**src/rtl/seq_pkg.sv**
```systemverilog
// Shared types for the multi-cycle sequencer: opcodes, FSM states and the datapath control bundle.
// Purely declarative; no timing or handshake of its own.
package seq_pkg;

  localparam int OPCODE_W = 4;

  typedef enum logic [OPCODE_W-1:0] {
    OP_ADD   = 4'h0,
    OP_SUB   = 4'h1,
    OP_LOAD  = 4'h2,
    OP_STORE = 4'h3,
    OP_JUMP  = 4'h4,
    OP_HALT  = 4'hF
  } opcode_e;

  typedef enum logic [2:0] {
    S_IDLE,
    S_FETCH,
    S_DECODE,
    S_EXEC,
    S_MEM,
    S_WB,
    S_HALT
  } state_e;

  typedef struct packed {
    logic       reg_we;
    logic       alu_op;
    logic       mem_rd;
    logic       mem_wr;
    logic [1:0] mux_sel;
  } ctrl_t;

endpackage

```
**src/rtl/seq_decode.sv**
```systemverilog
// Opcode decoder: raw datapath controls plus instruction-class flags, combinational (0 cycles).
// No handshake; the sequencer FSM gates these controls by phase.
module seq_decode
  import seq_pkg::*;
(
  input  logic [OPCODE_W-1:0] opcode,
  output ctrl_t               ctrl,
  output logic                is_jump,
  output logic                is_halt,
  output logic                is_mem,
  output logic                is_nop
);

  always_comb begin
    ctrl    = '0;
    is_jump = 1'b0;
    is_halt = 1'b0;
    is_mem  = 1'b0;
    is_nop  = 1'b0;
    case (opcode)
      OP_ADD: begin
        ctrl.reg_we  = 1'b1;
        ctrl.mux_sel = 2'b00;
      end
      OP_SUB: begin
        ctrl.reg_we  = 1'b1;
        ctrl.alu_op  = 1'b1;
        ctrl.mux_sel = 2'b01;
      end
      OP_LOAD: begin
        ctrl.reg_we  = 1'b1;
        ctrl.mem_rd  = 1'b1;
        ctrl.mux_sel = 2'b10;
        is_mem       = 1'b1;
      end
      OP_STORE: begin
        ctrl.mem_wr  = 1'b1;
        ctrl.mux_sel = 2'b10;
        is_mem       = 1'b1;
      end
      OP_JUMP: is_jump = 1'b1;
      OP_HALT: is_halt = 1'b1;
      default: is_nop  = 1'b1;
    endcase
  end

endmodule

```
**src/rtl/multicycle_sequencer.sv**
```systemverilog
// FETCH/DECODE/EXEC/MEM/WB sequencer; ADD/SUB/STORE 4 cycles, LOAD 5, JUMP/NOP 2 with zero-wait acks.
// FETCH and MEM hold their request until ack with no timeout; outputs are registered from next state/ir.
module multicycle_sequencer
  import seq_pkg::*;
#(
  parameter int ADDR_W  = 8,
  parameter int INSTR_W = 16,
  parameter int CNT_W   = 16
) (
  input  logic               clk,
  input  logic               rst_n,
  input  logic               start,
  output logic               imem_req,
  output logic [ADDR_W-1:0]  imem_addr,
  input  logic               imem_ack,
  input  logic [INSTR_W-1:0] instr_rdata,
  output logic               dmem_req,
  input  logic               dmem_ack,
  output logic               reg_write_enable,
  output logic               alu_op,
  output logic               mem_read,
  output logic               mem_write,
  output logic [1:0]         mux_sel,
  output logic [INSTR_W-1:0] ir,
  output logic [ADDR_W-1:0]  pc,
  output logic               busy,
  output logic               halted,
  output logic [CNT_W-1:0]   retire_cnt
);

  state_e             state, state_nxt;
  logic [INSTR_W-1:0] ir_nxt;
  logic [ADDR_W-1:0]  pc_nxt;
  logic               retire;
  logic               ex_phase_nxt;

  ctrl_t ctrl_cur, ctrl_nxt;
  logic  cur_jump, cur_halt, cur_mem, cur_nop;
  logic  nxt_jump, nxt_halt, nxt_mem, nxt_nop;

  // Current ir steers the FSM; next ir feeds the registered control outputs.
  seq_decode u_dec_cur (
    .opcode (ir[INSTR_W-1 -: OPCODE_W]),
    .ctrl   (ctrl_cur),
    .is_jump(cur_jump),
    .is_halt(cur_halt),
    .is_mem (cur_mem),
    .is_nop (cur_nop)
  );

  seq_decode u_dec_nxt (
    .opcode (ir_nxt[INSTR_W-1 -: OPCODE_W]),
    .ctrl   (ctrl_nxt),
    .is_jump(nxt_jump),
    .is_halt(nxt_halt),
    .is_mem (nxt_mem),
    .is_nop (nxt_nop)
  );

  assign imem_addr = pc;

  always_comb begin
    state_nxt = state;
    ir_nxt    = ir;
    pc_nxt    = pc;
    retire    = 1'b0;
    case (state)
      S_IDLE, S_HALT: begin
        if (start) begin
          pc_nxt    = '0;
          state_nxt = S_FETCH;
        end
      end
      S_FETCH: begin
        if (imem_ack) begin
          ir_nxt    = instr_rdata;
          pc_nxt    = pc + ADDR_W'(1);
          state_nxt = S_DECODE;
        end
      end
      S_DECODE: begin
        if (cur_halt) begin
          state_nxt = S_HALT;
        end else if (cur_jump) begin
          pc_nxt    = ir[ADDR_W-1:0];
          retire    = 1'b1;
          state_nxt = S_FETCH;
        end else if (cur_nop) begin
          retire    = 1'b1;
          state_nxt = S_FETCH;
        end else begin
          state_nxt = S_EXEC;
        end
      end
      S_EXEC: state_nxt = cur_mem ? S_MEM : S_WB;
      S_MEM: begin
        if (dmem_ack) begin
          if (ctrl_cur.mem_rd) begin
            state_nxt = S_WB;
          end else begin
            retire    = 1'b1;
            state_nxt = S_FETCH;
          end
        end
      end
      S_WB: begin
        retire    = 1'b1;
        state_nxt = S_FETCH;
      end
      default: state_nxt = S_IDLE;
    endcase
  end

  assign ex_phase_nxt = (state_nxt == S_EXEC) || (state_nxt == S_MEM) || (state_nxt == S_WB);

  always_ff @(posedge clk or negedge rst_n) begin
    if (!rst_n) begin
      state            <= S_IDLE;
      ir               <= '0;
      pc               <= '0;
      retire_cnt       <= '0;
      imem_req         <= 1'b0;
      dmem_req         <= 1'b0;
      reg_write_enable <= 1'b0;
      alu_op           <= 1'b0;
      mem_read         <= 1'b0;
      mem_write        <= 1'b0;
      mux_sel          <= 2'b00;
      busy             <= 1'b0;
      halted           <= 1'b0;
    end else begin
      state <= state_nxt;
      ir    <= ir_nxt;
      pc    <= pc_nxt;
      if (retire) retire_cnt <= retire_cnt + CNT_W'(1);
      imem_req         <= (state_nxt == S_FETCH);
      dmem_req         <= (state_nxt == S_MEM);
      reg_write_enable <= (state_nxt == S_WB) && ctrl_nxt.reg_we;
      mem_read         <= (state_nxt == S_MEM) && ctrl_nxt.mem_rd;
      mem_write        <= (state_nxt == S_MEM) && ctrl_nxt.mem_wr;
      alu_op           <= ex_phase_nxt && ctrl_nxt.alu_op;
      mux_sel          <= ex_phase_nxt ? ctrl_nxt.mux_sel : 2'b00;
      busy             <= (state_nxt != S_IDLE) && (state_nxt != S_HALT);
      halted           <= (state_nxt == S_HALT);
    end
  end

endmodule

```
**config.mk**
```make
export PLATFORM = sky130hd
export DESIGN_NAME = multicycle_sequencer
export DESIGN_NICKNAME = d
export VERILOG_FILES = /design/src/rtl/seq_pkg.sv /design/src/rtl/seq_decode.sv /design/src/rtl/multicycle_sequencer.sv
export SDC_FILE = /design/constraint.sdc
export NUM_CORES = 1
export LEC_CHECK = 0
export CORE_AREA = 2 2 86 88
export CTS_BUF_LIST = sky130_fd_sc_hd__clkbuf_8
export CTS_CLUSTER_DIAMETER = 60
export CTS_CLUSTER_SIZE = 20
export DETAILED_ROUTE_END_ITERATION = 10
export DIE_AREA = 0 0 88 90
export MAX_ROUTING_LAYER = met4
export PLACE_DENSITY = 0.68
export SLEW_MARGIN = 40
export SYNTH_ARGS = -nofsm -noshare
export SYNTH_HDL_FRONTEND = slang
export SYNTH_HIERARCHICAL = 1
export SYNTH_SLANG_ARGS = --single-unit
```
**constraint.sdc**
```tcl
create_clock -name clk -period 3.96 [get_ports clk]
set_clock_uncertainty 0.2 [all_clocks]
set_input_delay 0.396 -clock clk [delete_from_list [all_inputs] [get_ports clk]]
set_output_delay 0.396 -clock clk [all_outputs]
set_load 0.05 [all_outputs]
```
==> flow_metrics.py <==
metrics = {
    "run_status": {
        "outcome": "complete, no violations",
    },
    "sta": {
        "worstMarginPinSlew_ps": 595,
        "setup_viol": 0,
        "fmax_ghz": 0.387,
        "drv_slew": 0,
        "relSlewSlack_pct": 60.2,
        "rsz0062_at_grt": "false",
        "finalCriticalPeriod_ps": 2580,
        "setup_tns_ps": 0,
        "hold_violations": 0,
        "period_share_pct": 65.2,
    },
    "final_layout": {
        "area_delta_synth_final_pct": 33.9,
        "fin_util_pct": 50.9,
        "layout.nets": 332,
        "register_area_sq_mm": 0.00133,
        "fin_cells": 409,
        "antennaDiodeCount": 0,
        "layout-drive-gt1-share_pct": 14.5,
        "fill_cells": 634,
        "final_area_sq_mm": 0.00358,
        "layout_commonest_cell": "clkdlybuf4s50_1",
        "multi_input_area_sq_mm": 0.00116,
        "layout_common_cells": "77 x clkdlybuf4s50_1, 53 x dfrtp_1, 18 x o21ai_0, 18 x mux2_2, 16 x nor2_1",
    },
    "routing": {
        "via_per_inst": 4.78,
        "drc": 0,
        "routed_wl_mm": 5.76,
        "drtPass1Iterations": 4,
        "post_drt_wl_per_cell_um": 14.1,
        "ant_nets": 0,
        "route.vias.total": 1953,
        "drtIter0Drc": 59,
    },
    "placed_design": {
        "portBuffers": 78,
        "dpl_cell_area_sq_mm": 0.00343,
        "place.gp.congestion": 0.726,
        "post-place-cells": 400,
        "hpwl_mm": 4.17,
    },
    "hold_path": {
        "min_path_type": "reg2reg",
    },
    "clock_network": {
        "clk_pin_slew_ps": 100,
        "cts_resized": 0,
        "cts_tree": "yes",
        "h-tree-depth": 2,
        "clock_latency_ps": 310,
        "cts_buffer_depth": 2,
        "cts_sinks": 53,
        "cts_root_buf": "clkbuf_8",
        "cts_setup_buffers": 0,
        "numCtsBuffers": 5,
    },
    "power_and_ir_drop": {
        "p_leak_nw": 1.49,
        "peakVddDrop_uv": 338,
        "power_mw": 3.27,
        "power_density_mw_per_mm2": 914,
    },
    "critical_path": {
        "worst_ep_required_time_ps": 3990,
        "cp-end-kind": "flop",
        "crit_type": "reg2reg",
        "start_kind": "flop",
        "crit_fanout": 14,
        "arrival_ps": 2610,
    },
    "die": {
        "start_util_pct": 38.0,
        "core_area_sq_mm": 0.00702,
        "die_y_um": 90,
        "pin_count": 79,
        "die-area_sq_mm": 0.00792,
        "die_w_um": 88,
        "rows": 31,
    },
    "global_routing": {
        "grt_pass1_wl_mm": 9.67,
        "antenna_found_initial": 0,
        "grt-ovfl-total": 0,
        "grt_usage_pct": 15.5,
        "grt_max_degree": 41,
        "grt_pass1_vias": 1995,
    },
    "logic_synthesis": {
        "avgSynthCellArea_sq_um": 11.1,
        "synth_nets": 264,
        "ys_warn_count": 6,
        "synth_cells": 241,
        "syn-cell-area_sq_mm": 0.00267,
    },
    "run": {
        "maxCapViolCount": 0,
    },
}
per-layer routing:
layer / up-vias / global-route usage [%] / wire length, um
li1: 975 / - / -
met1: 934 / 21.2 / 2660
met2: 38 / 24.4 / 2860
met3: 6 / 2.48 / 186
met4: 0 / 3.08 / 50
met5: - / - / 0
path summary, 6_finish.rpt:
check                          startpoint  cells after the start                to  slack [ps]
setup / recovery                 state[0]                      7  reg_write_enable        1380
hold / removal             retire_cnt[12]                      1    retire_cnt[12]         290
max in group asynchronous           rst_n                      3     retire_cnt[5]        2440
hold reg to reg            retire_cnt[12]                      1    retire_cnt[12]         290
setup reg to reg                 state[0]                      7  reg_write_enable        1380
min in group asynchronous           rst_n                      2          dmem_req         310
cell type report:
type / count / share of cell area [%]
clock buffer: 5 / 1.92
clock inverter: 3 / 1.82
inverter: 8 / 0.840
multi-input combinational: 160 / 32.5
sequential: 53 / 37.1
tap: 99 / 3.46
timing repair buffer: 81 / 22.4
worst max-delay path, stage by stage (launching register included):
cell,delay [ps]
dfrtp_1,640
nand2b_1,170
nor2_2,200
buf_4,270
mux2_2,410
a211oi_1,270
o21ai_0,120
nor3b_1,200
power by group:
part	internal, mW	leakage (nW)	switching [mW]
clock network	0.251	0.0681	0.181
logic	0.673	0.750	1.20
registers	0.731	0.677	0.236
total	1.65	1.49	1.61
state kept, by name, indices dropped and copies added (netlist names):
name and flops:
mem_read 1, imem_req 1, state 3, busy 1
alu_op 1, mem_write 1, mux_sel 2, imem_addr 8
retire_cnt 16, halted 1, dmem_req 1, reg_write_enable 1
ir 16
what timing repair did:
| item | in CTS | in global routing |
|---|---|---|
| hold buffers | 1 | 0 |
| setup endpoints to repair | 0 | 0 |
| endpoints found under the hold margin | 13 | 0 |
through the flow:
step	hold WS (ps)	setup WS [ps]
3_5_place_dp	103	1200
6_report	295	1380
2_1_floorplan	-99.6	1430
5_1_grt	318	1130
3_3_place_gp	103	1320
4_1_cts	303	1380
Power figures use the tool's default switching activity.
